## config.mk

```make
export PLATFORM = sky130hd
export DESIGN_NAME = pipeline_hazard_ctrl
export DESIGN_NICKNAME = d
export VERILOG_FILES = /design/src/rtl/hazard_pkg.sv /design/src/rtl/sram_wait_fsm.sv /design/src/rtl/pipeline_hazard_ctrl.sv
export SDC_FILE = /design/constraint.sdc
export NUM_CORES = 1
export LEC_CHECK = 0
export CAP_MARGIN = 20
export CORE_MARGIN = 10
export CORE_UTILIZATION = 40
export DETAILED_ROUTE_END_ITERATION = 10
export PLACE_DENSITY_LB_ADDON = 0.3
export SYNTH_ARGS = -nofsm -noshare
export SYNTH_HDL_FRONTEND = slang
export SYNTH_SLANG_ARGS = --single-unit
export TNS_END_PERCENT = 20
```

## constraint.sdc

```tcl
create_clock -name clk -period 2 [get_ports clk]
set_input_delay 0.5 -clock clk [delete_from_list [all_inputs] [get_ports clk]]
set_output_delay 0.5 -clock clk [all_outputs]
set_load 0.01 [all_outputs]
```

## src/rtl/hazard_pkg.sv

```systemverilog
// Shared types and constants for the pipeline hazard controller.
//   sram_state_e           : state of the SRAM wait tracker
//   REG_ZERO               : hard-wired zero register, never a real dependency
//   DEFAULT_TIMEOUT_CYCLES : default WAIT budget before the access is declared hung
package hazard_pkg;

  typedef enum logic [1:0] {
    IDLE = 2'd0,
    WAIT = 2'd1,
    ERR  = 2'd2
  } sram_state_e;

  localparam logic [4:0] REG_ZERO               = 5'd0;
  localparam int         DEFAULT_TIMEOUT_CYCLES = 15;

endpackage

```

## src/rtl/sram_wait_fsm.sv

```systemverilog
// Tracks an outstanding external SRAM access and freezes the pipeline while it
// is pending. Declares the access hung after TIMEOUT_CYCLES WAIT cycles.
// Ports:
//   clk, rst          : clock, async active-high reset
//   mem_req           : MEM stage has a load/store pending
//   sram_ready        : SRAM controller finished the current access
//   global_freeze     : combinational, hold every pipeline register
//   sram_timeout      : registered sticky hang flag
//
// state | meaning
// IDLE  | no access outstanding; a request without ready starts a wait
// WAIT  | access outstanding, pipeline frozen until sram_ready
// ERR   | access hung; pipeline frozen until reset
module sram_wait_fsm
  import hazard_pkg::*;
#(
  parameter int TIMEOUT_CYCLES = DEFAULT_TIMEOUT_CYCLES
) (
  input  logic clk,
  input  logic rst,
  input  logic mem_req,
  input  logic sram_ready,
  output logic global_freeze,
  output logic sram_timeout
);

  localparam int RW = $clog2(TIMEOUT_CYCLES + 1);
  localparam logic [RW-1:0] LOAD_VAL = RW'(TIMEOUT_CYCLES - 1);

  sram_state_e   state_q, state_d;
  // Remaining WAIT cycles before the hang is declared: it is loaded on WAIT
  // entry (the first WAIT cycle is WAIT cycle 1) and hits zero on WAIT
  // cycle TIMEOUT_CYCLES.
  logic [RW-1:0] remain_q, remain_d;
  logic          timeout_q, timeout_d;

  always_comb begin
    state_d       = state_q;
    remain_d      = remain_q;
    global_freeze = 1'b0;
    case (state_q)
      IDLE: begin
        if (mem_req && !sram_ready) begin
          state_d       = WAIT;
          remain_d      = LOAD_VAL;
          global_freeze = 1'b1;
        end
      end
      WAIT: begin
        if (sram_ready) begin
          state_d  = IDLE;
          remain_d = '0;
        end else begin
          global_freeze = 1'b1;
          if (remain_q == '0) begin
            state_d = ERR;
          end else begin
            remain_d = remain_q - RW'(1);
          end
        end
      end
      ERR: begin
        global_freeze = 1'b1;
      end
      default: begin
        state_d = IDLE;
      end
    endcase
    timeout_d = timeout_q | (state_d == ERR);
  end

  always_ff @(posedge clk or posedge rst) begin
    if (rst) begin
      state_q   <= IDLE;
      remain_q  <= '0;
      timeout_q <= 1'b0;
    end else begin
      state_q   <= state_d;
      remain_q  <= remain_d;
      timeout_q <= timeout_d;
    end
  end

  assign sram_timeout = timeout_q;

endmodule

```

## src/rtl/pipeline_hazard_ctrl.sv

```systemverilog
// Central stall/flush controller for the 5-stage SRAM pipeline.
// Ports:
//   clk, rst                      : clock, async active-high reset
//   forward_en                    : forwarding active, only load-use stalls
//   id_src1/id_src2/id_two_src    : ID-stage sources
//   exe_dst/exe_wb_en/exe_mem_read: EX-stage destination info
//   mem_dst/mem_wb_en             : MEM-stage destination info
//   branch_taken                  : EX resolved a taken branch
//   mem_req/sram_ready            : SRAM access handshake
//   if_freeze/if_flush/id_flush   : stage-register controls (combinational)
//   global_freeze                 : freeze everything (combinational)
//   sram_timeout                  : sticky hang flag (registered)
//   stall_cnt                     : saturating hazard-stall count (registered)
module pipeline_hazard_ctrl
  import hazard_pkg::*;
#(
  parameter int TIMEOUT_CYCLES = DEFAULT_TIMEOUT_CYCLES,
  parameter int CNT_W          = 16
) (
  input  logic             clk,
  input  logic             rst,
  input  logic             forward_en,
  input  logic [4:0]       id_src1,
  input  logic [4:0]       id_src2,
  input  logic             id_two_src,
  input  logic [4:0]       exe_dst,
  input  logic             exe_wb_en,
  input  logic             exe_mem_read,
  input  logic [4:0]       mem_dst,
  input  logic             mem_wb_en,
  input  logic             branch_taken,
  input  logic             mem_req,
  input  logic             sram_ready,
  output logic             if_freeze,
  output logic             if_flush,
  output logic             id_flush,
  output logic             global_freeze,
  output logic             sram_timeout,
  output logic [CNT_W-1:0] stall_cnt
);

  logic             raw1, raw2, lu1, lu2, hazard, stall_active;
  logic [CNT_W-1:0] stall_cnt_q, stall_cnt_d;

  sram_wait_fsm #(
    .TIMEOUT_CYCLES(TIMEOUT_CYCLES)
  ) u_sram_wait_fsm (
    .clk          (clk),
    .rst          (rst),
    .mem_req      (mem_req),
    .sram_ready   (sram_ready),
    .global_freeze(global_freeze),
    .sram_timeout (sram_timeout)
  );

  always_comb begin
    raw1 = (id_src1 != REG_ZERO) &&
           ((id_src1 == exe_dst && exe_wb_en) || (id_src1 == mem_dst && mem_wb_en));
    raw2 = id_two_src && (id_src2 != REG_ZERO) &&
           ((id_src2 == exe_dst && exe_wb_en) || (id_src2 == mem_dst && mem_wb_en));
    // With forwarding, only a load in EX cannot be bypassed in time.
    lu1  = (id_src1 != REG_ZERO) && (id_src1 == exe_dst) && exe_mem_read && exe_wb_en;
    lu2  = id_two_src && (id_src2 != REG_ZERO) && (id_src2 == exe_dst) &&
           exe_mem_read && exe_wb_en;
    hazard = forward_en ? (lu1 || lu2) : (raw1 || raw2);
  end

  // A frozen EX keeps the branch/hazard alive, so they are simply re-evaluated
  // once the freeze drops.
  always_comb begin
    if_freeze    = 1'b0;
    if_flush     = 1'b0;
    id_flush     = 1'b0;
    stall_active = 1'b0;
    if (global_freeze) begin
      if_freeze = 1'b1;
    end else if (branch_taken) begin
      if_flush = 1'b1;
      id_flush = 1'b1;
    end else if (hazard) begin
      if_freeze    = 1'b1;
      id_flush     = 1'b1;
      stall_active = 1'b1;
    end
    stall_cnt_d = stall_cnt_q;
    if (stall_active && (stall_cnt_q != '1)) begin
      stall_cnt_d = stall_cnt_q + CNT_W'(1);
    end
  end

  always_ff @(posedge clk or posedge rst) begin
    if (rst) begin
      stall_cnt_q <= '0;
    end else begin
      stall_cnt_q <= stall_cnt_d;
    end
  end

  assign stall_cnt = stall_cnt_q;

endmodule

```

==> metrics.txt <==
status=finished, violations left; failing checks=setup timing; fmax=0.414 GHz; DR pass1 iterations=4; clk buf depth=2; Tmin final=2.42 ns; Yosys reg bits=23; Max Cap Violations=0; Critical Path, Cell by Cell=buf_6 > or4_4 > o21ai_4 > nor4_4 > o211ai_1 > nand3b_1 > buf_2; number of global-route vias before repair=approximately 1700; drt wl/cell=16.5 um; Netlist cell types=34; cell with the most instances after synthesis=xnor2_1; detailed-placement wirelength estimate=approximately 3300 um; Worst R2R Start=u_sram_wait_fsm.state_q[1]; WHS=0.491 ns; DR vias=1480; Main synth FF type=dfrtp_1; root buffer cell=clkbuf_4; Die Span Y=80.4 um; largest family of logic cells by synthesized area=simple AND/OR/NAND/NOR gates; worst skew pair latency=0.33 ns; post-synth top area cell=dfrtp_1; Crit-path slowest cell=or4_4; row count=21; worst-path fanout max=2; Area growth syn-to-layout=69.9%; Die Width=80.4 um; final setup margin=-0.416 ns; R2R Setup Slk=-0.18 ns; async set or reset register ratio after synthesis=100%; io pins=51; Syn Area/Cell=9.65 um^2; Worst Setup SP=id_src2[1]; startpoint types=primary input; Worst-Margin Slew=around 0.34 ns; syn_nets=184; Synth warnings=0; RSZ-0062 raised after global routing=yes; total power=1360 uW; maximum vdd drop=about 0.00037 V; final wirelength=approximately 4700 um; IO Port Bufs=50; Worst setup EP type=output port; Inserted Diodes=0; most frequent cells after synthesis=27 x xnor2_1, 23 x dfrtp_1, 10 x nand3_1; Nets=273; fin crit share=121%; Reg clk slew, reported paths=roughly 0.13 ns; Synth area leaders=dfrtp_1 39%, xnor2_1 16%, xor2_1 4.8%, and3_1 3.4%, nand3_1 3.4%; CTS tree=built; worst min path class=in2async; DRC viols=0; Worst EP required=roughly 1.5 ns; share of layout cells above drive strength 1=roughly 37%; Vias/cell=a little over 5; Simple-Gate Fraction of Synth Area=a little under a quarter; CTS Sinks=23; P_leak=0.00109 uW; H-tree depth=1; GPL Wtd Cong=0.864; classification of the worst setup path=in2out; Core Region=3420 um^2; final setup vio count=20; Synth Area in Compound Gates=around a tenth; Setup TNS=-2.20 ns; Final Non-Filler Cells=roughly 290; register area share after synthesis=39.5%; Mapped Cells=151; largest net degree at the start of global routing=24; die area=6460 um^2; fill cell count=251; first-pass GRT wire length=between 7000 and 8000 um; placed insts=approximately 270; Power Density=550 nW/um^2; post-synthesis xor/xnor area fraction=21.0%; Mapped Area=1460 um^2; CP max stage delay=around 0.54 ns; Post-synth EDFFs=0; DR iter-0 viols=50; grt ovf=0; Hold Buf Count CTS=0; Layout Skew=0.00323 ns; Critical Path AT=1.92 ns; Final ANT Viol Nets=0; Finished Core Util=slightly above 70%; worst-case headroom to the max-slew limit=a little under 80%; final hold vios=0; fin. max-slew vios=0; clock buffer count from CTS=3; antenna violations before repair=0; Initial Util=a little over two fifths; post-synth top area share=39.5%; mux share of post-synthesis cell area=0.773%; Synth Area in Adders=between 2 and 3%; All-Layer GR Usage=15.0%
[stage by stage]
step	area, um^2	setup slack, ns
6_report	2480	-0.416
5_1_grt	2480	-0.443
4_1_cts	2430	-0.403
3_5_place_dp	2150	-1.10
3_3_place_gp	2150	-1.00
2_1_floorplan	1460	-0.140
[where the power goes]
group | switching [uW] | internal (uW)
Combinational | 250 | 309
Clock | 155 | 75.3
Sequential | 51.8 | 521
[sequential cells by signal (all words and copies together), names as in the netlist]
register and cells:
u_sram_wait_fsm.remain_q 4, u_sram_wait_fsm.state_q 2, u_sram_wait_fsm.sram_timeout 1, stall_cnt 16
[layout make-up]
cell class	count	area [um^2]	share of cell area, %
clock inverter	1	5.00	0.202
inverter	6	22.5	0.910
clock buffer	3	22.5	0.910
multi-input combinational	119	1030	41.4
sequential	23	577	23.3
tap	46	57.6	2.32
timing repair buffer	87	766	30.9
[cells in the final DEF (no fill, tap or decap), types with 2 or more instances in the layout]
cell,netlist,final
clkdlybuf4s15_1,0,4
o21ai_1,0,2
buf_2,2,6
o22a_1,3,3
nor2_1,6,4
nor3_1,2,2
xor2_2,0,4
xnor2_1,27,21
nand3_2,1,3
inv_1,6,6
o211ai_1,2,2
and3_1,8,8
a21oi_1,6,5
buf_4,0,29
clkbuf_4,0,3
dlygate4sd2_1,0,4
o21a_1,2,2
nand4_1,7,7
clkbuf_2,0,4
nor4_4,0,4
buf_6,1,16
and4_1,2,2
nand2_1,4,3
or4_4,0,2
nand3_1,10,8
xor2_1,8,4
dfrtp_1,23,22
nand2b_1,5,5
xnor2_2,0,6
and2_1,3,3
clkdlybuf4s50_1,0,23
ha_1,3,3
[metal layers]
metal | GRT usage (%) | part of all wire (%)
met5 | 0 | 0
met4 | 8.80 | 3.6
met3 | 3.23 | 6.5
met2 | 25.3 | 49
met1 | 16.9 | 41
[path summary, 6_finish.rpt]
kind                                              end  depth (start not counted)
max                                         if_freeze                          7
min                                      stall_cnt[0]                          3
max reg2reg                u_sram_wait_fsm.state_q[0]                         15
min reg2reg                             stall_cnt[15]                          1
max in group asynchronous  u_sram_wait_fsm.state_q[0]                          3
min in group clk                        stall_cnt[15]                          1
[cell families (layout without fill, tap and decap cells)]
logic type      count (synthesis)  count (layout)
compound gates                 22              22
xor+xnor                       35              35
fa+ha+maj                       3               3
buf+inv                         9              97
flops                          23              23
mux                             1               1
simple gates                   58              58
[critical path, delay by kind of cell]
family                 cells  cell delay [ns]
buffers and inverters      2             0.25
AND/OR/NAND/NOR            3             0.74
AO/OA/AOI/OAI              2             0.44
[timing repair]
item,in CTS,in global routing
pin swaps,25,21
cloned,1,0
endpoints found under the setup margin,20,21
hold endpoints to repair,0,0
gates resized for setup,105,34
buffers inserted,17,0
(Power assumes the default switching activity.)
